===== src/rtl/spin_run_sequencer_if.sv =====
// spin_run_sequencer_if: config-register inputs and spin-array / output-RF strobes of the run sequencer
interface spin_run_sequencer_if #(
    parameter int CNT_W    = 8,
    parameter int ANNEAL_W = 16,
    parameter int SETTLE_W = 8
);
    logic                conf_sys_ctrl_reg_START;
    logic                conf_sys_ctrl_reg_RESET;
    logic [CNT_W-1:0]    conf_reg_total_run_count;
    logic [CNT_W-1:0]    conf_reg_total_rerun_count;
    logic [ANNEAL_W-1:0] conf_reg_anneal_cycles;
    logic [SETTLE_W-1:0] conf_reg_settle_cycles;
    logic                output_spin_rf_gpio_buffer_full;
    logic                config_dig_spin_init_ena;
    logic                config_dig_spin_CCII_ena;
    logic                config_dig_spin_read_out_ena;
    logic                config_dig_spin_rerun;
    logic                final_run;
    logic [CNT_W-1:0]    run_idx;
    logic                busy;
    logic                done_pulse;
    logic                err_overflow;

    modport master (
        output conf_sys_ctrl_reg_START, conf_sys_ctrl_reg_RESET, conf_reg_total_run_count,
               conf_reg_total_rerun_count, conf_reg_anneal_cycles, conf_reg_settle_cycles,
               output_spin_rf_gpio_buffer_full,
        input  config_dig_spin_init_ena, config_dig_spin_CCII_ena, config_dig_spin_read_out_ena,
               config_dig_spin_rerun, final_run, run_idx, busy, done_pulse, err_overflow
    );

    modport slave (
        input  conf_sys_ctrl_reg_START, conf_sys_ctrl_reg_RESET, conf_reg_total_run_count,
               conf_reg_total_rerun_count, conf_reg_anneal_cycles, conf_reg_settle_cycles,
               output_spin_rf_gpio_buffer_full,
        output config_dig_spin_init_ena, config_dig_spin_CCII_ena, config_dig_spin_read_out_ena,
               config_dig_spin_rerun, final_run, run_idx, busy, done_pulse, err_overflow
    );
endinterface


===== src/rtl/spin_run_sequencer.sv =====
// spin_run_sequencer: steps the Ising core through init, anneal, settle and read-out for every run and rerun
module spin_run_sequencer #(
    parameter int CNT_W       = 8,
    parameter int ANNEAL_W    = 16,
    parameter int SETTLE_W    = 8,
    parameter int MAX_ENTRIES = 200
) (
    input logic                 i_clk,
    input logic                 i_rst,
    spin_run_sequencer_if.slave bus
);
    localparam int CW = ANNEAL_W > SETTLE_W ? ANNEAL_W : SETTLE_W;
    localparam logic [CNT_W:0] MAX_T = (CNT_W + 1)'(MAX_ENTRIES);

    typedef enum logic [2:0] {IDLE, INIT, ANNEAL, SETTLE, READOUT, NEXT, DONE} state_t;

    state_t              state, nxt;
    logic                start_q, reset_q, start_e, reset_e;
    logic [CNT_W:0]      total, tot_sh;
    logic [CNT_W-1:0]    run_sh;
    logic [ANNEAL_W-1:0] anneal_sh;
    logic [SETTLE_W-1:0] settle_sh;
    logic [CW-1:0]       cnt, a_len;
    logic                a_end, s_end, all_done, latch, to_rerun;

    assign start_e  = bus.conf_sys_ctrl_reg_START & ~start_q;
    assign reset_e  = bus.conf_sys_ctrl_reg_RESET & ~reset_q;
    assign total    = {1'b0, bus.conf_reg_total_run_count} + {1'b0, bus.conf_reg_total_rerun_count};
    assign a_len    = anneal_sh == '0 ? CW'(1) : CW'(anneal_sh);
    assign a_end    = cnt >= a_len;
    assign s_end    = cnt >= CW'(settle_sh);
    assign all_done = {1'b0, bus.run_idx} == tot_sh;
    assign latch    = state == IDLE && (nxt == INIT || nxt == ANNEAL);
    assign to_rerun = nxt == ANNEAL && (state == IDLE || state == NEXT);

    // next-state selection; a RESET edge overrides every transition, including a same-cycle START
    always_comb begin
        nxt = state;
        case (state)
            IDLE:    nxt = !start_e ? IDLE : total > MAX_T ? IDLE : total == '0 ? DONE :
                           bus.conf_reg_total_run_count != '0 ? INIT : ANNEAL;
            INIT:    nxt = ANNEAL;
            ANNEAL:  nxt = !a_end ? ANNEAL : settle_sh == '0 ? READOUT : SETTLE;
            SETTLE:  nxt = s_end ? READOUT : SETTLE;
            READOUT: nxt = NEXT;
            NEXT:    nxt = all_done ? DONE : bus.output_spin_rf_gpio_buffer_full ? NEXT :
                           bus.run_idx < run_sh ? INIT : ANNEAL;
            default: nxt = DONE;
        endcase
        if (reset_e) nxt = IDLE;
    end

    // state, shadows, counters and Moore outputs registered from the next state
    always_ff @(posedge i_clk or posedge i_rst) begin
        if (i_rst) begin
            state                            <= IDLE;
            start_q                          <= 1'b0;
            reset_q                          <= 1'b0;
            tot_sh                           <= '0;
            run_sh                           <= '0;
            anneal_sh                        <= '0;
            settle_sh                        <= '0;
            cnt                              <= '0;
            bus.run_idx                      <= '0;
            bus.err_overflow                 <= 1'b0;
            bus.config_dig_spin_init_ena     <= 1'b0;
            bus.config_dig_spin_CCII_ena     <= 1'b0;
            bus.config_dig_spin_read_out_ena <= 1'b0;
            bus.config_dig_spin_rerun        <= 1'b0;
            bus.final_run                    <= 1'b0;
            bus.busy                         <= 1'b0;
            bus.done_pulse                   <= 1'b0;
        end else begin
            state     <= nxt;
            start_q   <= bus.conf_sys_ctrl_reg_START;
            reset_q   <= bus.conf_sys_ctrl_reg_RESET;
            tot_sh    <= reset_e ? '0 : latch ? total : tot_sh;
            run_sh    <= reset_e ? '0 : latch ? bus.conf_reg_total_run_count : run_sh;
            anneal_sh <= reset_e ? '0 : latch ? bus.conf_reg_anneal_cycles : anneal_sh;
            settle_sh <= reset_e ? '0 : latch ? bus.conf_reg_settle_cycles : settle_sh;
            cnt       <= reset_e ? '0 : nxt == state ? cnt + 1'b1 : CW'(1);
            bus.run_idx <= reset_e || latch ? '0 :
                           state == READOUT && !all_done ? bus.run_idx + 1'b1 : bus.run_idx;
            bus.err_overflow <= reset_e ? 1'b0 :
                                state == IDLE && start_e && total > MAX_T ? 1'b1 : bus.err_overflow;
            bus.config_dig_spin_init_ena     <= nxt == INIT;
            bus.config_dig_spin_CCII_ena     <= nxt == ANNEAL;
            bus.config_dig_spin_read_out_ena <= nxt == READOUT;
            bus.config_dig_spin_rerun        <= to_rerun ? 1'b1 :
                                                nxt == IDLE || nxt == DONE ? 1'b0 : bus.config_dig_spin_rerun;
            bus.final_run                    <= nxt == DONE;
            bus.busy                         <= nxt != IDLE && nxt != DONE;
            bus.done_pulse                   <= nxt == DONE && state != DONE;
        end
    end
endmodule


===== src/flat_wrapper.sv =====
// flat-port wrapper written by rule: the top's interface ports become plain ports
module spin_run_sequencer_flat 
#(
    parameter int CNT_W       = 8,
    parameter int ANNEAL_W    = 16,
    parameter int SETTLE_W    = 8,
    parameter int MAX_ENTRIES = 200
)
  (i_clk, i_rst, bus_conf_sys_ctrl_reg_START, bus_conf_sys_ctrl_reg_RESET, bus_conf_reg_total_run_count, bus_conf_reg_total_rerun_count, bus_conf_reg_anneal_cycles, bus_conf_reg_settle_cycles, bus_output_spin_rf_gpio_buffer_full, bus_config_dig_spin_init_ena, bus_config_dig_spin_CCII_ena, bus_config_dig_spin_read_out_ena, bus_config_dig_spin_rerun, bus_final_run, bus_run_idx, bus_busy, bus_done_pulse, bus_err_overflow);
  spin_run_sequencer_if #(.CNT_W(CNT_W), .ANNEAL_W(ANNEAL_W), .SETTLE_W(SETTLE_W)) bus_i ();
  input logic i_clk;
  input logic i_rst;
  input wire logic [$bits(bus_i.conf_sys_ctrl_reg_START)-1:0] bus_conf_sys_ctrl_reg_START;
  input wire logic [$bits(bus_i.conf_sys_ctrl_reg_RESET)-1:0] bus_conf_sys_ctrl_reg_RESET;
  input wire logic [$bits(bus_i.conf_reg_total_run_count)-1:0] bus_conf_reg_total_run_count;
  input wire logic [$bits(bus_i.conf_reg_total_rerun_count)-1:0] bus_conf_reg_total_rerun_count;
  input wire logic [$bits(bus_i.conf_reg_anneal_cycles)-1:0] bus_conf_reg_anneal_cycles;
  input wire logic [$bits(bus_i.conf_reg_settle_cycles)-1:0] bus_conf_reg_settle_cycles;
  input wire logic [$bits(bus_i.output_spin_rf_gpio_buffer_full)-1:0] bus_output_spin_rf_gpio_buffer_full;
  output wire logic [$bits(bus_i.config_dig_spin_init_ena)-1:0] bus_config_dig_spin_init_ena;
  output wire logic [$bits(bus_i.config_dig_spin_CCII_ena)-1:0] bus_config_dig_spin_CCII_ena;
  output wire logic [$bits(bus_i.config_dig_spin_read_out_ena)-1:0] bus_config_dig_spin_read_out_ena;
  output wire logic [$bits(bus_i.config_dig_spin_rerun)-1:0] bus_config_dig_spin_rerun;
  output wire logic [$bits(bus_i.final_run)-1:0] bus_final_run;
  output wire logic [$bits(bus_i.run_idx)-1:0] bus_run_idx;
  output wire logic [$bits(bus_i.busy)-1:0] bus_busy;
  output wire logic [$bits(bus_i.done_pulse)-1:0] bus_done_pulse;
  output wire logic [$bits(bus_i.err_overflow)-1:0] bus_err_overflow;
  assign bus_i.conf_sys_ctrl_reg_START = bus_conf_sys_ctrl_reg_START;
  assign bus_i.conf_sys_ctrl_reg_RESET = bus_conf_sys_ctrl_reg_RESET;
  assign bus_i.conf_reg_total_run_count = bus_conf_reg_total_run_count;
  assign bus_i.conf_reg_total_rerun_count = bus_conf_reg_total_rerun_count;
  assign bus_i.conf_reg_anneal_cycles = bus_conf_reg_anneal_cycles;
  assign bus_i.conf_reg_settle_cycles = bus_conf_reg_settle_cycles;
  assign bus_i.output_spin_rf_gpio_buffer_full = bus_output_spin_rf_gpio_buffer_full;
  assign bus_config_dig_spin_init_ena = bus_i.config_dig_spin_init_ena;
  assign bus_config_dig_spin_CCII_ena = bus_i.config_dig_spin_CCII_ena;
  assign bus_config_dig_spin_read_out_ena = bus_i.config_dig_spin_read_out_ena;
  assign bus_config_dig_spin_rerun = bus_i.config_dig_spin_rerun;
  assign bus_final_run = bus_i.final_run;
  assign bus_run_idx = bus_i.run_idx;
  assign bus_busy = bus_i.busy;
  assign bus_done_pulse = bus_i.done_pulse;
  assign bus_err_overflow = bus_i.err_overflow;
  spin_run_sequencer #(.CNT_W(CNT_W), .ANNEAL_W(ANNEAL_W), .SETTLE_W(SETTLE_W), .MAX_ENTRIES(MAX_ENTRIES)) u_core (.i_clk(i_clk), .i_rst(i_rst), .bus(bus_i));
endmodule

===== config.mk =====
export PLATFORM = sky130hd
export DESIGN_NAME = spin_run_sequencer_flat
export DESIGN_NICKNAME = d
export VERILOG_FILES = /design/src/rtl/spin_run_sequencer_if.sv /design/src/rtl/spin_run_sequencer.sv /design/src/flat_wrapper.sv
export SDC_FILE = /design/constraint.sdc
export NUM_CORES = 1
export LEC_CHECK = 0
export ABC_AREA = 1
export BUFFER_PORTS_ARGS = -buffer_cell sky130_fd_sc_hd__buf_2
export CORE_ASPECT_RATIO = 1.75
export CORE_MARGIN = 1
export CORE_UTILIZATION = 50
export CTS_BUF_LIST = sky130_fd_sc_hd__clkbuf_16
export DETAILED_ROUTE_END_ITERATION = 12
export MAX_ROUTING_LAYER = met4
export PLACE_DENSITY = 0.7
export SLEW_MARGIN = 20
export SYNTH_ARGS = -nofsm -noshare
export SYNTH_HDL_FRONTEND = slang
export SYNTH_SLANG_ARGS = --single-unit

===== constraint.sdc =====
create_clock -name i_clk -period 4.72 [get_ports i_clk]
set_input_delay 0.944 -clock i_clk [delete_from_list [all_inputs] [get_ports i_clk]]
set_output_delay 0.944 -clock i_clk [all_outputs]
set_load 0.02 [all_outputs]

==> run_results.csv, run 1 <==
group,metric,value,unit
sta,slew_viol_final,0,
final_layout,drive_gt1_share,15.3,%
sta,worst_pin_slew,0.639,ns
cts,clkSinkCount,78,
pwr,vdd_drop_max,0.000293,V
routing,drt-pass1-iter-count,5,
final_layout,multi_input_area,2780,sq um
setup_path,crit_type,"in -> reg",
setup_path,startpoint,"bus_conf_reg_total_run_count[0]",
pwr,leakagePower,3.26,nW
synthesis,yosysWarnings,0,
setup_path,critPathRequiredTime,4.94,ns
final_layout,num_antenna_cells,0,
sta,fin_crit_sh,76.7,%
cts,clockRootBuffer,"clkbuf_16",
grt,grt_usage,27.0,%
job,cap_viol_max_count,0,
synthesis,ys_seq_area_share,37.4,%
final_layout,fin_area,5930,sq um
cts,path_clk_slew,0.06,ns
synthesis,synth_cell_types,37,
routing,wire_per_inst,15.0,microns
setup_path,crit_path_end_kind,"flip-flop",
synthesis,syn_area,5220,sq um
sta,rsz0062_at_grt,"no",
grt,grt_pass1_wl,21700,microns
final_layout,num-fill-cells,967,
die,dieHeight,137,microns
die,num_rows,49,
placed_design,gp_congestion,0.906,
routing,vias,4693,
final_layout,nets,835,
min_path,holdCritStartpoint,"u_core.bus.config_dig_spin_rerun",
setup_path,cp_slowest_cell,"fa_1",
placed_design,io_buffers,60,
die,start_util,51.0,%
die,core,10200,sq um
routing,avgViaCountPerCell,5.33,
setup_path,path_cells,"buf_2 -> ha_1 -> fa_1 -> or2_2 -> nor2_1 -> nand3_1 -> nand2_1 -> nand3_1 -> nand2_1 -> nand2_2 -> o21ai_2 -> nand4_1 -> nand2_2 -> nand2_2 -> buf_4 -> nand3_1 -> nand2_1",
cts,cts_resized,0,
cts,cts_tree,"yes",
cts,clock_latency,0.34,ns
synthesis,synth_area_per_cell,7.56,sq um
grt,grt_max_degree,50,
sta,slew_headroom,57.0,%
final_layout,register_area,1950,sq um
die,io_pins,61,
synthesis,synth_cells,690,
cts,postCtsHoldBufs,0,
synthesis,synthesis.nets,777,
setup_path,max_stage_delay,0.45,ns
placed_design,pre_cts_ws,0.788,ns
sta,setup-tns-final,0,ns
cts,cts_buffers,9,
placed_design,place_area,5600,sq um
sta,hold_viol,0,
setup_path,crit_fanout,25,
grt,grt_remaining_overflow,0,
setup_path,r2r_setup_slack,1.33,ns
sta,period_minus_slack,3.62,ns
die,die_w,79.2,microns
setup_path,timing.rr.start,"u_core.anneal_sh[12]",
cts,clock_path_buffers,2,
sta,setup_slack,1.10,ns
grt,antenna_found_initial,0,
cts,cts_setup_buffers,0,
routing,drc_errors,0,
run_status,outcome,"completed",
setup_path,cp.arrival,3.84,ns
grt,grt_pass1_vias,4727,
routing,wirelength,13200,microns
sta,setup_viol,0,
sta,skew,0.0100,ns
setup_path,cp-start-kind,"input pin",
pwr,p_per_area,527,nW/um^2
routing,initialDrtViolationCount,326,
synthesis,ys_ff_latch,78,
final_layout,syn_to_final_growth,13.5,%
min_path,min_path_type,"reg -> reg",
die,design.die.area,10900,sq um
cts,cts.htree.levels,3,
sta,max_freq,0.276,GHz
routing,ant_nets,0,
placed_design,dp_hpwl,10100,microns
[synthesized netlist by cell type]
| cell | n | area (sq um) |
|---|---|---|
| o21ai_0 | 5 | 25.0 |
| or2_1 | 1 | 6.26 |
| buf_6 | 4 | 45.0 |
| xnor2_1 | 5 | 43.8 |
| nand2_2 | 9 | 56.3 |
| a21oi_2 | 2 | 17.5 |
| fa_1 | 1 | 20.0 |
| nand4_1 | 13 | 81.3 |
| o21bai_1 | 1 | 7.51 |
| nand2_1 | 166 | 623 |
| nor2_1 | 60 | 225 |
| inv_2 | 2 | 7.51 |
| dfrtp_1 | 78 | 1950 |
| and3_1 | 1 | 6.26 |
| ha_1 | 41 | 513 |
| a21oi_1 | 15 | 75.1 |
| a31oi_1 | 1 | 6.26 |
| a41o_1 | 1 | 10.0 |
| o21ai_2 | 1 | 8.76 |
| buf_8 | 1 | 15.0 |
| nand2_4 | 1 | 11.3 |
| clkbuf_1 | 5 | 18.8 |
| or2_2 | 1 | 6.26 |
| nor4_1 | 9 | 56.3 |
| o21a_1 | 1 | 7.51 |
| xor2_1 | 19 | 166 |
| nor3_1 | 2 | 10.0 |
| buf_2 | 5 | 25.0 |
| a21o_1 | 1 | 7.51 |
| nand3b_1 | 2 | 15.0 |
| nor3b_1 | 1 | 7.51 |
| nor2_2 | 2 | 12.5 |
| nand3_1 | 117 | 586 |
| buf_1 | 4 | 15.0 |
| nand3_2 | 3 | 30.0 |
| inv_1 | 97 | 364 |
| nor2_4 | 12 | 135 |
[flip-flops by register name (all words and copies together) (netlist names)]
name                                     cells
u_core.run_sh                                8
u_core.bus.run_idx                           8
u_core.cnt                                  16
u_core.bus.config_dig_spin_read_out_ena      1
u_core.reset_q                               1
u_core.bus.config_dig_spin_init_ena          1
u_core.settle_sh                             8
u_core.start_q                               1
u_core.bus.final_run                         1
u_core.bus.config_dig_spin_rerun             1
u_core.bus.err_overflow                      1
u_core.bus.busy                              1
u_core.bus.config_dig_spin_CCII_ena          1
u_core.bus.done_pulse                        1
u_core.tot_sh                                9
u_core.state                                 3
u_core.anneal_sh                            16
[worst max-delay path, delay by kind of cell]
kind / cells / cell delay [ns]
adder cells (fa/ha/maj): 2 / 0.65
AND/OR/NAND/NOR: 12 / 1.62
AO/OA/AOI/OAI: 1 / 0.21
buffers and inverters: 2 / 0.43
[layer usage]
layer  vias up  global-route usage (%)  routed length [microns]
li1       2329                       -                        -
met1      2216                    27.3                     5040
met2       110                    48.3                     7110
met3        38                    3.93                      346
met4         0                    16.5                      733
met5         -                       -                        0
[placed cells by master, fill, tap and decap left out, types with 3 or more instances in the layout]
| cell type | Yosys | final |
|---|---|---|
| nor4_1 | 9 | 9 |
| ha_1 | 41 | 41 |
| dfrtp_1 | 78 | 78 |
| xor2_1 | 19 | 19 |
| a21oi_1 | 15 | 15 |
| inv_2 | 2 | 3 |
| clkbuf_16 | 0 | 9 |
| nand2_1 | 166 | 166 |
| nor2_4 | 12 | 12 |
| nand3_1 | 117 | 117 |
| nand2_2 | 9 | 9 |
| buf_2 | 5 | 60 |
| xnor2_1 | 5 | 5 |
| nand4_1 | 13 | 13 |
| nor2_1 | 60 | 60 |
| inv_1 | 97 | 96 |
| nand3_2 | 3 | 3 |
| o21ai_0 | 5 | 5 |
| buf_4 | 0 | 6 |
[through the flow]
stage	hold slack (ns)	util (%)	total power, mW	std cells
6_report	0.470	57.9	3.12	880
5_1_grt	0.501	57.9	3.38	880
4_1_cts	0.475	57.9	3.14	880
3_5_place_dp	0.458	54.7	2.37	864
3_3_place_gp	0.452	54.7	2.32	864
2_1_floorplan	0.460	-	2.06	690
[worst paths after layout]
path,endpoint,depth (start not counted)
hold / removal,u_core.bus.config_dig_spin_rerun,2
setup reg to reg,u_core.settle_sh[2],21
max in group asynchronous,u_core.settle_sh[2],3
min in group asynchronous,u_core.bus.busy,2
hold reg to reg,u_core.bus.config_dig_spin_rerun,2
setup / recovery,u_core.settle_sh[2],17
[final cells by class]
class,instances,share of cell area (%)
Clock inverter,7,1.63
Inverter,99,6.27
Timing Repair Buffer,66,5.83
Tap cell,127,2.68
Sequential cell,78,32.9
Multi-Input combinational cell,494,46.9
Clock buffer,9,3.80
[where the power goes]
part	switching (mW)	internal [mW]
clock	0.283	0.464
sequential	0.134	0.826
combinational	0.972	0.444
[cells by family after synthesis]
| family | synth area share (%) |
|---|---|
| xor gates and xnor gates | 4.03 |
| DFF | 37.4 |
| AOI/OAI and AO/OA | 3.16 |
| buffers and inverters | 9.40 |
| and+or+nand+nor | 35.8 |
| adders and majority gates | 10.2 |
Note: power is estimated with default switching activity, not from simulation.
==> run 2: changes to the inputs <==
--- a/config.mk
+++ b/config.mk
@@ -5,7 +5,7 @@
 export SDC_FILE = /design/constraint.sdc
 export NUM_CORES = 1
 export LEC_CHECK = 0
-export ABC_AREA = 1
+export ABC_AREA = 0
 export BUFFER_PORTS_ARGS = -buffer_cell sky130_fd_sc_hd__buf_2
 export CORE_ASPECT_RATIO = 1.75
 export CORE_MARGIN = 1
@@ -13,7 +13,7 @@
 export CTS_BUF_LIST = sky130_fd_sc_hd__clkbuf_16
 export DETAILED_ROUTE_END_ITERATION = 12
 export MAX_ROUTING_LAYER = met4
-export PLACE_DENSITY = 0.7
+export PLACE_DENSITY = 0.71
 export SLEW_MARGIN = 20
 export SYNTH_ARGS = -nofsm -noshare
 export SYNTH_HDL_FRONTEND = slang
==> constraint.sdc (replaced) <==
create_clock -name i_clk -period 3.4 [get_ports i_clk]
set_input_delay 0.68 -clock i_clk [delete_from_list [all_inputs] [get_ports i_clk]]
set_output_delay 0.68 -clock i_clk [all_outputs]
set_load 0.02 [all_outputs]
==> run 2 against run 1 <==
Net effect:
- the run now ends with setup timing left
- sequential power increased by 35%
- combinational power increased by 74%
- clock skew down 0.0017 ns
- register-to-register slack got worse by 1.6 ns
- die area fell by 9.0%
- clock power rose by 34%
- critical path depth shrank 4
- first-iteration DRC count fell by 42%
- cell area is 6.2% higher
- critical path type is now reg -> reg
- critical endpoint is now u_core.anneal_sh[14]
- largest power group unchanged
- highest routed layer unchanged
==> run_results.csv, run 2 <==
group,metric,value,unit
synthesis,synth_edf_count,0,
setup_path,cp.arrival,3.97,ns
final_layout,layout_commonest_cell,"buf_4",
routing,wire_per_inst,17.7,microns
grt,grt_pass1_vias,4357,
final_layout,num-fill-cells,702,
sta,fin_crit_sh,108,%
placed_design,place_area,5810,sq um
routing,vias,4100,
sta,period_minus_slack,3.69,ns
pwr,p_per_area,759,nW/um^2
synthesis,syn_area,4740,sq um
final_layout,fin_area,6290,sq um
final_layout,nets,689,
sta,rsz0062_at_grt,"yes",
grt,antenna_found_initial,0,
sta,slew_headroom,54.0,%
routing,drc_errors,0,
cts,clock_path_buffers,2,
sta,setup_viol,68,
die,num_rows,46,
grt,grt_use_met2,53.8,%
grt,grt_max_degree,32,
synthesis,synth_cells,459,
setup_path,crit_fanout,12,
final_layout,final_cell_mix,"buf_4 (79), dfrtp_1 (78), buf_2 (60)",
synthesis,ys_ff_latch,78,
synthesis,synth_area_leaders,"dfrtp_1 (41%), ha_1 (11%), a22o_1 (7.2%)",
setup_path,crit_path_end_kind,"flip-flop",
sta,skew,0.00830,ns
final_layout,top_regs,"u_core.anneal_sh: 16 flops, u_core.cnt: 16 flops, u_core.tot_sh: 9 flops",
run_status,outcome,"finished with violations",
die,design.die.area,9890,sq um
routing,initialDrtViolationCount,188,
routing,ant_nets,0,
synthesis,ys_seq_area_share,41.2,%
die,io_pins,61,
cts,cts.htree.levels,3,
synthesis,async_reset_ff_share,100,%
die,start_util,51.8,%
cts,cts_tree,"yes",
grt,busiest_layer,"met2",
grt,grtUsageMet3,4.98,%
sta,hold_viol,0,
synthesis,synth_cell_types,68,
synthesis,synthTopCellsByCount,"dfrtp_1 (78), ha_1 (41), a22o_1 (39)",
setup_path,cp-start-kind,"flip-flop",
sta,slew_viol_final,0,
die,dieHeight,131,microns
synthesis,synth.largest_area_cell,"dfrtp_1",
job,cap_viol_max_count,0,
cts,cts_buffers,9,
grt,grt_pass1_wl,20300,microns
grt,gr-usage-met1,27.8,%
pwr,leakagePower,3.13,nW
grt,grt_usage,29.0,%
final_layout,syn_to_final_growth,32.8,%
cts,clkSinkCount,78,
placed_design,io_buffers,60,
grt,grt_remaining_overflow,0,
synthesis,yosysWarnings,0,
synthesis,synthesis.nets,546,
final_layout,drive_gt1_share,33.3,%
setup_path,crit_type,"reg -> reg",
sta,setup_slack,-0.287,ns
synthesis,synth_area_per_cell,10.3,sq um
synthesis,synthFlopType,"dfrtp_1",
setup_path,critPathRequiredTime,3.68,ns
min_path,min_path_type,"in -> async",
routing,avgViaCountPerCell,5.64,
die,core,9150,sq um
setup_path,reg2reg_depth,13,
sta,setup-tns-final,-15.84,ns
pwr,vdd_drop_max,0.000356,V
cts,clock_latency,0.35,ns
placed_design,dp_hpwl,9780,microns
routing,wirelength,12900,microns
synthesis,synth.most_common_cell,"dfrtp_1",
final_layout,num_antenna_cells,0,
sta,worst_pin_slew,0.679,ns
sta,max_freq,0.271,GHz
final_layout,post-route-util,68.8,%
run_status,violations,"setup timing",
cts,path_clk_slew,0.06,ns
final_layout,register_area,1950,sq um
placed_design,gp_congestion,0.904,
final_layout,multi_input_area,2720,sq um
synthesis,synth.top_cell.area_share,41.2,%
die,die_w,75.6,microns
cts,clockRootBuffer,"clkbuf_16",
routing,drt-pass1-iter-count,4,
cts,postCtsHoldBufs,0,
## run 2: logic make-up after synthesis
family	share of synthesized area, %
adder cells (fa/ha/maj)	11.2
AO/OA/AOI/OAI	20.2
XOR/XNOR	7.39
AND/OR/NAND/NOR	14.4
multiplexers	0.422
flip-flops	41.2
buffers and inverters	5.23
## run 2: final timing paths
path                                        startpoint                   end  slack, ns
setup / recovery                   u_core.anneal_sh[9]  u_core.anneal_sh[14]      -0.29
hold / removal                                   i_rst   u_core.settle_sh[7]       0.36
setup reg to reg                   u_core.anneal_sh[9]  u_core.anneal_sh[14]      -0.29
hold reg to reg                    u_core.settle_sh[3]   u_core.settle_sh[3]       0.51
max in group asynchronous                        i_rst      u_core.tot_sh[0]       2.23
min in group i_clk         bus_conf_sys_ctrl_reg_RESET        u_core.reset_q       0.47
## run 2: final cells by class
class	instances	area share [%]
repair buffers	150	16.4
clock buffers	9	3.58
multi-input cells	328	43.2
clock inverters	7	1.27
flip-flops and latches	78	31.0
well taps	120	2.39
inverters	35	2.09
## run 2: per-layer routing
metal	share of wire, %	vias up
li1	-	1959
met1	35	2014
met2	59	94
met3	3.1	33
met4	3.3	0
met5	0	-
## run 2: what timing repair did
item | CTS | global route
endpoints found under the setup margin | 69 | 71
gates resized for setup | 9 | 20
pin swaps | 4 | 15
setup buffers | 4 | 4
gates cloned | 1 | 0
## run 2: power by group
part	switching [mW]	internal (mW)
combinational	1.24	1.24
clock	0.422	0.578
sequential	0.164	1.14
## run 2: stage by stage
| stage | hold WS [ns] | total power [mW] | instances | worst slack [ns] |
|---|---|---|---|---|
| after CTS | 0.387 | 4.76 | 726 | -0.232 |
| after floorplan | 0.469 | 2.69 | 459 | -0.0893 |
| after global routing | 0.417 | 5.05 | 727 | -0.503 |
| final | 0.363 | 4.78 | 727 | -0.287 |
| after global placement | 0.488 | 3.45 | 705 | -0.301 |
| after detailed placement | 0.496 | 3.56 | 705 | -0.411 |
## run 2: critical path: stages, from the launching register on
cell       delay (ns)
dfrtp_1          0.41
nor4_4           0.33
a41o_1           0.21
ha_1             0.22
nand2b_4         0.15
a2111oi_4        0.27
o21ai_1          0.09
a2111o_1         0.48
a221oi_2         0.34
o22ai_2          0.14
or3_4            0.44
a21oi_4          0.20
buf_6            0.20
a22o_1           0.16
